--- src/rtl/dem_thoi_gian.sv ---
// 24-hour BCD time-of-day counter driven by a CLK_HZ prescaler, with a field-setting mode.
// Digits and pulses are registered: an advance is visible the cycle after its tick; set_en freezes counting.
module dem_thoi_gian #(
   parameter int CLK_HZ = 50000000
) (
   input  logic       clk,
   input  logic       rst_n,
   input  logic       set_en,
   input  logic [1:0] set_sel,
   input  logic       set_inc,
   output logic [3:0] hour_t,
   output logic [3:0] hour_u,
   output logic [3:0] min_t,
   output logic [3:0] min_u,
   output logic [3:0] sec_t,
   output logic [3:0] sec_u,
   output logic       sec_pulse,
   output logic       day_pulse
);

   localparam int PW = $clog2(CLK_HZ);
   localparam logic [PW-1:0] PS_LAST = PW'(CLK_HZ - 1);

   typedef struct packed {
      logic [3:0] t;
      logic [3:0] u;
   } bcd2_t;

   typedef enum logic [1:0] {
      SEL_HOUR = 2'b00,
      SEL_MIN  = 2'b01,
      SEL_SEC  = 2'b10,
      SEL_NONE = 2'b11
   } sel_e;

   // Comparisons use >= so any out-of-range pair folds back to a legal value on its next step.
   function automatic bcd2_t inc_mod60(input bcd2_t v);
      bcd2_t r;
      r = v;
      if (v.u >= 4'd9) begin
         r.u = 4'd0;
         r.t = (v.t >= 4'd5) ? 4'd0 : v.t + 4'd1;
      end else begin
         r.u = v.u + 4'd1;
      end
      return r;
   endfunction

   function automatic bcd2_t inc_mod24(input bcd2_t v);
      bcd2_t r;
      r = v;
      if ((v.t >= 4'd2 && v.u >= 4'd3) || v.t > 4'd2) begin
         r.t = 4'd0;
         r.u = 4'd0;
      end else if (v.u >= 4'd9) begin
         r.t = v.t + 4'd1;
         r.u = 4'd0;
      end else begin
         r.u = v.u + 4'd1;
      end
      return r;
   endfunction

   function automatic logic is_59(input bcd2_t v);
      return (v.t == 4'd5) && (v.u == 4'd9);
   endfunction

   bcd2_t          hour_q, min_q, sec_q;
   bcd2_t          hour_d, min_d, sec_d;
   logic [PW-1:0]  prescale, prescale_d;
   logic           tick, sec_carry, min_carry, day_wrap;

   always_comb begin
      hour_d     = hour_q;
      min_d      = min_q;
      sec_d      = sec_q;
      prescale_d = prescale + 1'b1;
      // set_en outranks a coincident tick: no advance, prescaler cleared
      tick       = (prescale == PS_LAST) && !set_en;
      sec_carry  = tick && is_59(sec_q);
      min_carry  = sec_carry && is_59(min_q);
      day_wrap   = min_carry && (hour_q.t == 4'd2) && (hour_q.u == 4'd3);

      if (set_en || prescale == PS_LAST) begin
         prescale_d = '0;
      end

      if (tick) begin
         sec_d = inc_mod60(sec_q);
         if (sec_carry) begin
            min_d = inc_mod60(min_q);
         end
         if (min_carry) begin
            hour_d = inc_mod24(hour_q);
         end
      end else if (set_en && set_inc) begin
         case (sel_e'(set_sel))
            SEL_HOUR: hour_d = inc_mod24(hour_q);
            SEL_MIN:  min_d  = inc_mod60(min_q);
            SEL_SEC:  sec_d  = inc_mod60(sec_q);
            default:  ;
         endcase
      end
   end

   always_ff @(posedge clk or negedge rst_n) begin
      if (!rst_n) begin
         hour_q    <= '0;
         min_q     <= '0;
         sec_q     <= '0;
         prescale  <= '0;
         sec_pulse <= 1'b0;
         day_pulse <= 1'b0;
      end else begin
         hour_q    <= hour_d;
         min_q     <= min_d;
         sec_q     <= sec_d;
         prescale  <= prescale_d;
         sec_pulse <= tick;
         day_pulse <= day_wrap;
      end
   end

   assign hour_t = hour_q.t;
   assign hour_u = hour_q.u;
   assign min_t  = min_q.t;
   assign min_u  = min_q.u;
   assign sec_t  = sec_q.t;
   assign sec_u  = sec_q.u;

endmodule

--- config.mk ---
export PLATFORM = sky130hd
export DESIGN_NAME = dem_thoi_gian
export DESIGN_NICKNAME = d
export VERILOG_FILES = /design/src/rtl/dem_thoi_gian.sv
export SDC_FILE = /design/constraint.sdc
export NUM_CORES = 1
export LEC_CHECK = 0
export ABC_CLOCK_PERIOD_IN_PS = 2680
export CORE_UTILIZATION = 45
export CTS_CLUSTER_DIAMETER = 30
export CTS_CLUSTER_SIZE = 40
export DETAILED_ROUTE_END_ITERATION = 10
export PLACE_DENSITY_LB_ADDON = 0.25
export RECOVER_POWER = 25
export SLEW_MARGIN = 20
export SYNTH_ARGS = -nofsm -noshare
export SYNTH_HDL_FRONTEND = slang
export SYNTH_SLANG_ARGS = --single-unit
--- constraint.sdc ---
create_clock -name clk -period 2.68 [get_ports clk]
set_clock_uncertainty 0.15 [all_clocks]
set_input_delay 0.536 -clock clk [delete_from_list [all_inputs] [get_ports clk]]
set_output_delay 0.536 -clock clk [all_outputs]
set_load 0.03 [all_outputs]
# == Word-level counts from Yosys, hierarchy flattened ==
# Index checks and enable logic that the tools add are counted.
# W data, S select, Z words.
# word_totals
input_bits,6
regBits,52
output_inout_bits,26
elab_cells,76
# op_classes
n_eq_ne,11
n_addsub,7
reduce_logical,20
order_cmp,8
muxes,21
# ops
op,n
$mux W8,12
$mux W4,8
$add A26 B1 Y26 const B,1
$eq A26 B26 Y1 const B,1
$mux W26,1
$add A4 B1 Y4 const B,6
$ge A4 B4 Y1 const B,3
$logic_and A1 B1 Y1,9
$eq A4 B2 Y1 const B,2
$eq A4 B3 Y1 const B,2
$eq A4 B4 Y1 const B,2
$ge A4 B2 Y1 const B,2
$ge A4 B3 Y1 const B,2
$reduce_bool A2 Y1,4
$reduce_and A3 Y1,2
$gt A4 B2 Y1 const B,1
$ne A2 B1 Y1 const B,2
$eq A2 B1 Y1 const B,1
$eq A2 B2 Y1 const B,1
$logic_not A2 Y1,1
$logic_or A1 B1 Y1,2
$reduce_and A2 Y1,1
$logic_not A1 Y1,1

# == Depth between registers and ports, before layout ==
# Gate-level depths: netlist of the first run.
# depth
depth_word,7
depth_mapped,8
depth_no_buf,7

# == Worst setup path after synthesis of the first run ==
# Ideal clock, no wire load.
# synth_path
kind,reg-to-reg
startpoint,reg prescale[0]
endpoint,reg sec_q (netlist bit sec_t[3])
slack_ps,444
t_arrival_ps,1961
path_stages_with_launch,8
path_cell_list,dfrtp_1 > ha_1 > and4_1 > nand4_1 > or3_1 > clkbuf_2 > a21oi_1 > mux2_2
# synth_via
elab_chain_len,4
elab_cells_between_ends,6
cone_classes,1 x eq/ne; 1 x mux; 4 x reduce/logical
# synth_lines
item,line,source
"start, declared",70,"logic [PW-1:0] prescale, prescale_d;"
"start signal, assigned",118,prescale <= prescale_d;
$eq A26 B26 Y1 *,79,tick = (prescale == PS_LAST) && !set_en;
$logic_and A1 B1 Y1 *,79,
$reduce_bool A2 Y1 (no line),--,
$reduce_and A2 Y1 (no line),--,
"end signal, assigned",110,sec_q <= '0;
"end signal, assigned",117,sec_q <= sec_d;
"end, declared",68,"bcd2_t hour_q, min_q, sec_q;"
# Every way passes the cells marked *; elsewhere a longest branch is shown, timed or not.
# A chain may end at the register's enable or synchronous reset.

# == Worst setup path in the final report of the first run ==
# layout_path
startpoint,reg prescale[0]
endpoint,reg sec_q (netlist bit sec_t[2])
# Same word-level chain as after synthesis.

==> results of run 1 <==
per-layer routing:
metal / GRT usage (%) / part of all wire [%]
met1: 26.0 / 50
met2: 30.7 / 46
met3: 4.73 / 3.2
met4: 4.14 / 0.53
met5: 0 / 0
power by group through the flow:
stage          Sequential, uW  Combinational, uW  Clock [uW]
3_5_place_dp             1150               1300           0
6_report                 1130               1290         457
2_1_floorplan            1410                546           0
5_1_grt                  1160               1430         509
3_3_place_gp             1150               1280           0
4_1_cts                  1130               1300         476
through the flow:
step | hold WS, ns | area (um2) | instances | util [%] | setup WS (ns)
finish | 0.348 | 3460 | 417 | 56.8 | 0.280
CTS | 0.0920 | 3480 | 417 | 57.0 | 0.291
floorplan | 0.0904 | 2920 | 298 | - | 0.444
detailed placement | 0.342 | 3390 | 409 | 55.5 | 0.208
global placement | 0.319 | 3390 | 409 | 55.5 | 0.267
global route | 0.377 | 3460 | 417 | 56.8 | 0.179
sequential cells by signal (all words and copies together), names as in the netlist:
signal     cells
sec_t          4
hour_t         4
prescale      26
hour_u         4
sec_pulse      1
day_pulse      1
sec_u          4
min_t          4
min_u          4
cells in the mapped netlist (2+ instances only):
master     count
nand2b_1       3
or2_2          2
dfrtp_1       52
and4bb_2       2
nand3b_1       2
o21ai_0        7
and3_1         5
nor3_1         5
nor2b_1        3
nand2_1       20
inv_1         17
nor3b_1        5
clkbuf_1       2
xnor2_1        6
a21oi_1        5
nor2_1        40
nand4_1       16
a21boi_0       2
nor4_1         3
o211ai_1       2
o22ai_1        3
and4b_1        2
mux2_2         6
o221ai_1       2
mux2i_1        5
ha_1          18
buf_2          4
o2111ai_1      2
and2_1         6
xor2_1        18
nand3_1       12
layout make-up:
cell class	count	area, um2
Sequential cell	52	1300
Inverter	17	63.8
Tap cell	75	93.8
Timing Repair Buffer	43	392
Clock buffer	8	90.1
Fill cell	566	2640
Multi-Input combinational cell	222	1520
path summary, 6_finish.rpt:
check | cells past startpoint | slack [ns] | endpoint
worst max-delay path | 6 | 0.28 | sec_t[2]
max in group asynchronous | 2 | 0.69 | prescale[16]
worst min register to register | 1 | 0.35 | prescale[0]
worst min-delay path | 1 | 0.35 | prescale[0]
worst max register to register | 6 | 0.28 | sec_t[2]
min in group asynchronous | 1 | 0.36 | min_t[0]
cells by family (layout without fill, tap and decap cells):
logic type / after synthesis / in the layout / share of synthesized area [%]
buf+inv: 24 / 68 / 3.30
fa+ha+maj: 18 / 18 / 7.72
mux: 11 / 11 / 4.03
compound gates: 33 / 33 / 7.68
simple gates: 136 / 136 / 25.4
xor+xnor: 24 / 24 / 7.21
flops: 52 / 52 / 44.6
critical path: stages (launching register included):
cell and delay, ns:
dfrtp_1 0.39, ha_1 0.23, and4_1 0.27, nand4_1 0.14
or3_1 0.45, a221o_1 0.39, mux2_2 0.26
==> qor.yml, run 1 <==
layout:
  antenna_cells: 0
  final_cell_mix: "dfrtp_1, nor2_1, clkdlybuf4s50_1, nand2_1"
  syn2layout_area_growth_pct: 18.6
  nets: 365
  layout_commonest_cell: "dfrtp_1"
  drive_above_1_share_pct: 9.36
power_and_ir_drop:
  p_clk_share_pct: 15.9
  p_comb_share_pct: 44.9
  p_leak_uw: 0.00153
  power.switching_uw: 1180
  internal-power_uw: 1700
  switching_share_pct: 41.1
  seqPwrFrac_pct: 39.3
  max-vdd-ir-drop_mv: 0.599
  finalPower_uw: 2880
  power_density_nw_per_um2: 833
setup_path:
  cp-startpoint: "prescale[0]"
  worst_setup_path_start_kind: "flip-flop"
  rr_startpoint: "prescale[0]"
  arrival_ns: 2.43
  path_max_fanout: 7
  crit_required_ns: 2.71
  endpoint_kind: "flip-flop"
  critical_path_class: "flip-flop to flip-flop"
routing:
  antenna_left: 0
  post_drt_wl_per_cell_um: 13.7
  vias: 2239
  wirelength_um: 5710
  via_per_inst: 5.37
  first_iter_violations: 65
  drc: 0
  firstDrtPassIters: 4
synthesis:
  ys_ff_latch: 52
  netlist_area_um2: 2920
  netlist_top_cells_area: "dfrtp_1, ha_1, xor2_1"
  synth_nets: 322
  ys.flop_type: "dfrtp_1"
  yosysTopAreaCell: "dfrtp_1"
  synth_cell_type_count: 52
  seq_area_frac_synth_pct: 44.6
  synth_top_cell_area_share_pct: 44.6
  syn_area_per_cell_um2: 9.79
  syn_inst: 298
  yosysWarnings: 0
  synthArstFlopShare_pct: 100
  synth-edff-count: 0
sta:
  min_period_over_period_pct: 89.6
  hold_violations: 0
  drv_slew: 0
  relSlewSlack_pct: 11.1
  setup_tns_ns: 0
  rsz0062_at_grt: "no"
  worst-slew-pin-transition_ns: 1.33
  finalCriticalPeriod_ns: 2.40
  max_clock_freq_mhz: 417
  setup_violations: 0
clocking:
  clock-sinks: 52
  clock-root-buffer: "clkbuf_8"
  postCtsHoldBufs: 0
  cts_tree: "yes"
  post_cts_buffers: 0
  cts_resized: 0
  clk_pin_slew_ns: 0.09
  cts_buffers: 5
  clk_path_buf_depth: 2
  clk_latency_ns: 0.30
  htreeDepth: 2
floorplan:
  io_pins: 32
  initial_core_util_pct: 47.8
  die_h_um: 82.5
  die-area_um2: 6810
  rows: 28
  dieWidth_um: 82.5
  core-area_um2: 6100
placed_design:
  gp_congestion: 0.870
  numPortBuffers: 31
  dpl.hpwl_um: 4250
global_route:
  overflow: 0
  antenna_found_initial: 0
  grt_pass1_vias: 2193
  grt_max_degree: 28
  grt_pass1_wl_um: 9900
  track_usage_pct: 19.1
run:
  maxCapViolCount: 0
worst_hold_path:
  hold_path.class: "flip-flop to flip-flop"
  min_from: "prescale[0]"
run_status:
  status: "finished clean"
Note: power is estimated with default switching activity, not from simulation.
==> run 2, diff against run 1 <==
==> constraint.sdc (replaced) <==
create_clock -name clk -period 2.68 [get_ports clk]
set_clock_uncertainty 0.15 [all_clocks]
set_input_delay 0.536 -clock clk [delete_from_list [all_inputs] [get_ports clk]]
set_output_delay 0.536 -clock clk [all_outputs]
set_load 0.02 [all_outputs]
==> results of run 2 <==
Same layout as run 1 (identical final DEF). Status: finished clean.
Among the figures that moved: total power 2880 uW -> 2770 uW; worst IR drop on VDD 0.599 mV -> 0.532 mV
==> run 3, diff against run 2 <==
--- a/config.mk
+++ b/config.mk
@@ -6,6 +6,7 @@
 export NUM_CORES = 1
 export LEC_CHECK = 0
 export ABC_CLOCK_PERIOD_IN_PS = 2680
+export CORE_ASPECT_RATIO = 0.75
 export CORE_UTILIZATION = 45
 export CTS_CLUSTER_DIAMETER = 30
 export CTS_CLUSTER_SIZE = 40
==> qor.yml, run 3 (same netlist as run 1, synthesis figures left out) <==
placed_design:
  place_ws_ns: 0.151  # -0.0573 ns
  gp_congestion: 0.854  # -1.8%
  dpl.hpwl_um: 4380  # +3.0%
  numPortBuffers: 31  # unchanged
sta:
  max_clock_freq_mhz: 420  # +0.71%
  worst-slew-pin-transition_ns: 1.34  # +0.00478 ns
  rsz0062_at_grt: "no"
  finalCriticalPeriod_ns: 2.38  # -0.0169 ns
  hold_violations: 0  # unchanged
  fin_ws_ns: 0.297  # +0.0169 ns
  min_period_over_period_pct: 88.9  # -0.63 points
  setup_violations: 0  # unchanged
  setup_tns_ns: 0  # unchanged
  drv_slew: 0  # unchanged
  hold_slack_ns: 0.357  # +0.00876 ns
  relSlewSlack_pct: 10.8  # -0.32 points
clocking:
  clk_path_buf_depth: 2  # unchanged
  cts_tree: "yes"
  cts_buffers: 5  # unchanged
  cts_resized: 0  # unchanged
  postCtsHoldBufs: 0  # unchanged
  clk_pin_slew_ns: 0.10  # about the same
  clock-sinks: 52  # unchanged
  clock-root-buffer: "clkbuf_8"
  post_cts_buffers: 0  # unchanged
  htreeDepth: 2  # unchanged
  clk_latency_ns: 0.31  # about the same
setup_path:
  r2r-end: "sec_t[2]"
  crit_family: "simple AND/OR/NAND/NOR gates"
  path_max_fanout: 7  # unchanged
  critical-path-max-stage-delay_ns: 0.48  # +0.03 ns
  endpoint_kind: "flip-flop"
  worstPathCellList: "nor4_4 -> nand4_1 -> or3_1 -> a221o_1 -> mux2_2"
  cpMaxStageDelayCell: "or3_1"
  crit_required_ns: 2.73  # +0.02 ns
  r2r_cells: 5  # -1
  r2r_slack_ns: 0.30  # +0.02 ns
  worst_setup_path_start_kind: "flip-flop"
  path_depth: 5  # -1
  rr_startpoint: "prescale[11]"
  critical_path_class: "flip-flop to flip-flop"
  path_buf_inv: 0  # unchanged
  arrival_ns: 2.43  # about the same
layout:
  antenna_cells: 0  # unchanged
  nets: 365  # unchanged
  seqCellArea_um2: 1300  # unchanged
  top_register: "prescale"
  multi_input_area_um2: 1520  # unchanged
  layout_commonest_cell: "dfrtp_1"
  largest_reg_flops: 26  # unchanged
  final_cell_mix: "dfrtp_1, nor2_1, clkdlybuf4s50_1, nand2_1"
  fill_cells: 617  # +9.0%
  drive_above_1_share_pct: 10.2  # +0.88 points
  syn2layout_area_growth_pct: 18.8
power_and_ir_drop:
  switching_share_pct: 39.9
  internal-power_uw: 1670
  p_leak_uw: 0.00154  # +0.30%
  power_density_nw_per_um2: 803
  p_clk_share_pct: 16.2
  power.switching_uw: 1110
  p_comb_share_pct: 43.0
  seqPwrFrac_pct: 40.8
  max-vdd-ir-drop_mv: 0.429
routing:
  drc: 0  # unchanged
  vias: 2269  # +1.3%
  wirelength_um: 6030  # +5.5%
  via_per_inst: 5.36  # about the same
  firstDrtPassIters: 4  # unchanged
  post_drt_wl_per_cell_um: 14.3  # +4.0%
  first_iter_violations: 122  # +88%
  antenna_left: 0  # unchanged
worst_hold_path:
  min_from: "prescale[0]"
  hold_path.class: "flip-flop to flip-flop"
  min_path_cells: 1  # unchanged
  holdPathEnd: "prescale[0]"
global_route:
  track_usage_pct: 19.6  # +0.51 points
  grt_max_degree: 53  # +89%
  grt_pass1_wl_um: 10400  # +4.6%
  grt_pass1_vias: 2185  # -0.36%
  antenna_found_initial: 0  # unchanged
  overflow: 0  # unchanged
run:
  maxCapViolCount: 0  # unchanged
floorplan:
  die-area_um2: 6810  # about the same
  die_h_um: 71.7  # -13%
  rows: 25  # -11%
  io_pins: 32  # unchanged
  initial_core_util_pct: 46.4  # -1.5 points
  dieWidth_um: 95.0  # +15%
  core-area_um2: 6290  # +3.1%
run_status:
  status: "finished clean"
[run 3: metal layers]
layer	wire length (um)	track usage, %
met4	38	4.21
met3	250	3.72
met5	0	0
met2	2610	29.8
met1	3130	29.0
[run 3: cell type report]
class / count / area share, %
multi-input combinational: 222 / 43.8
inverter: 17 / 1.84
clock inverter: 3 / 0.542
tap: 81 / 2.92
sequential: 52 / 37.5
clock buffer: 5 / 1.99
timing repair buffer: 43 / 11.3
[run 3: power groups by stage]
stage / Sequential (uW) / Combinational [uW] / Clock, uW
2_1_floorplan: 1290 / 546 / 0
3_3_place_gp: 1150 / 1170 / 0
3_5_place_dp: 1150 / 1200 / 0
4_1_cts: 1140 / 1200 / 468
5_1_grt: 1160 / 1330 / 490
6_report: 1140 / 1200 / 451
[run 3: worst max-delay path by stage]
stage / start / end / slack [ns]
after CTS: prescale[0] / sec_t[2] / 0.29
after floorplan: prescale[0] / sec_t[3] / 0.44
final: prescale[11] / sec_t[2] / 0.30
after global routing: prescale[0] / sec_t[2] / 0.11
after global placement: set_en / sec_t[2] / 0.19
after detailed placement: set_en / sec_t[2] / 0.15
[run 3: through the flow]
step | cells | util (%) | total power, uW | instance area (um2)
2_1_floorplan | 298 | - | 1840 | 2920
3_3_place_gp | 415 | 53.8 | 2320 | 3380
3_5_place_dp | 415 | 53.8 | 2350 | 3380
4_1_cts | 423 | 55.2 | 2810 | 3470
5_1_grt | 423 | 55.1 | 2990 | 3470
6_report | 423 | 55.1 | 2780 | 3470
[run 3: worst reg2reg max path, cell delays in order, from the launching register on]
cell	delay, ns
dfrtp_1	0.44
nor4_4	0.37
nand4_1	0.20
or3_1	0.48
a221o_1	0.37
mux2_2	0.26
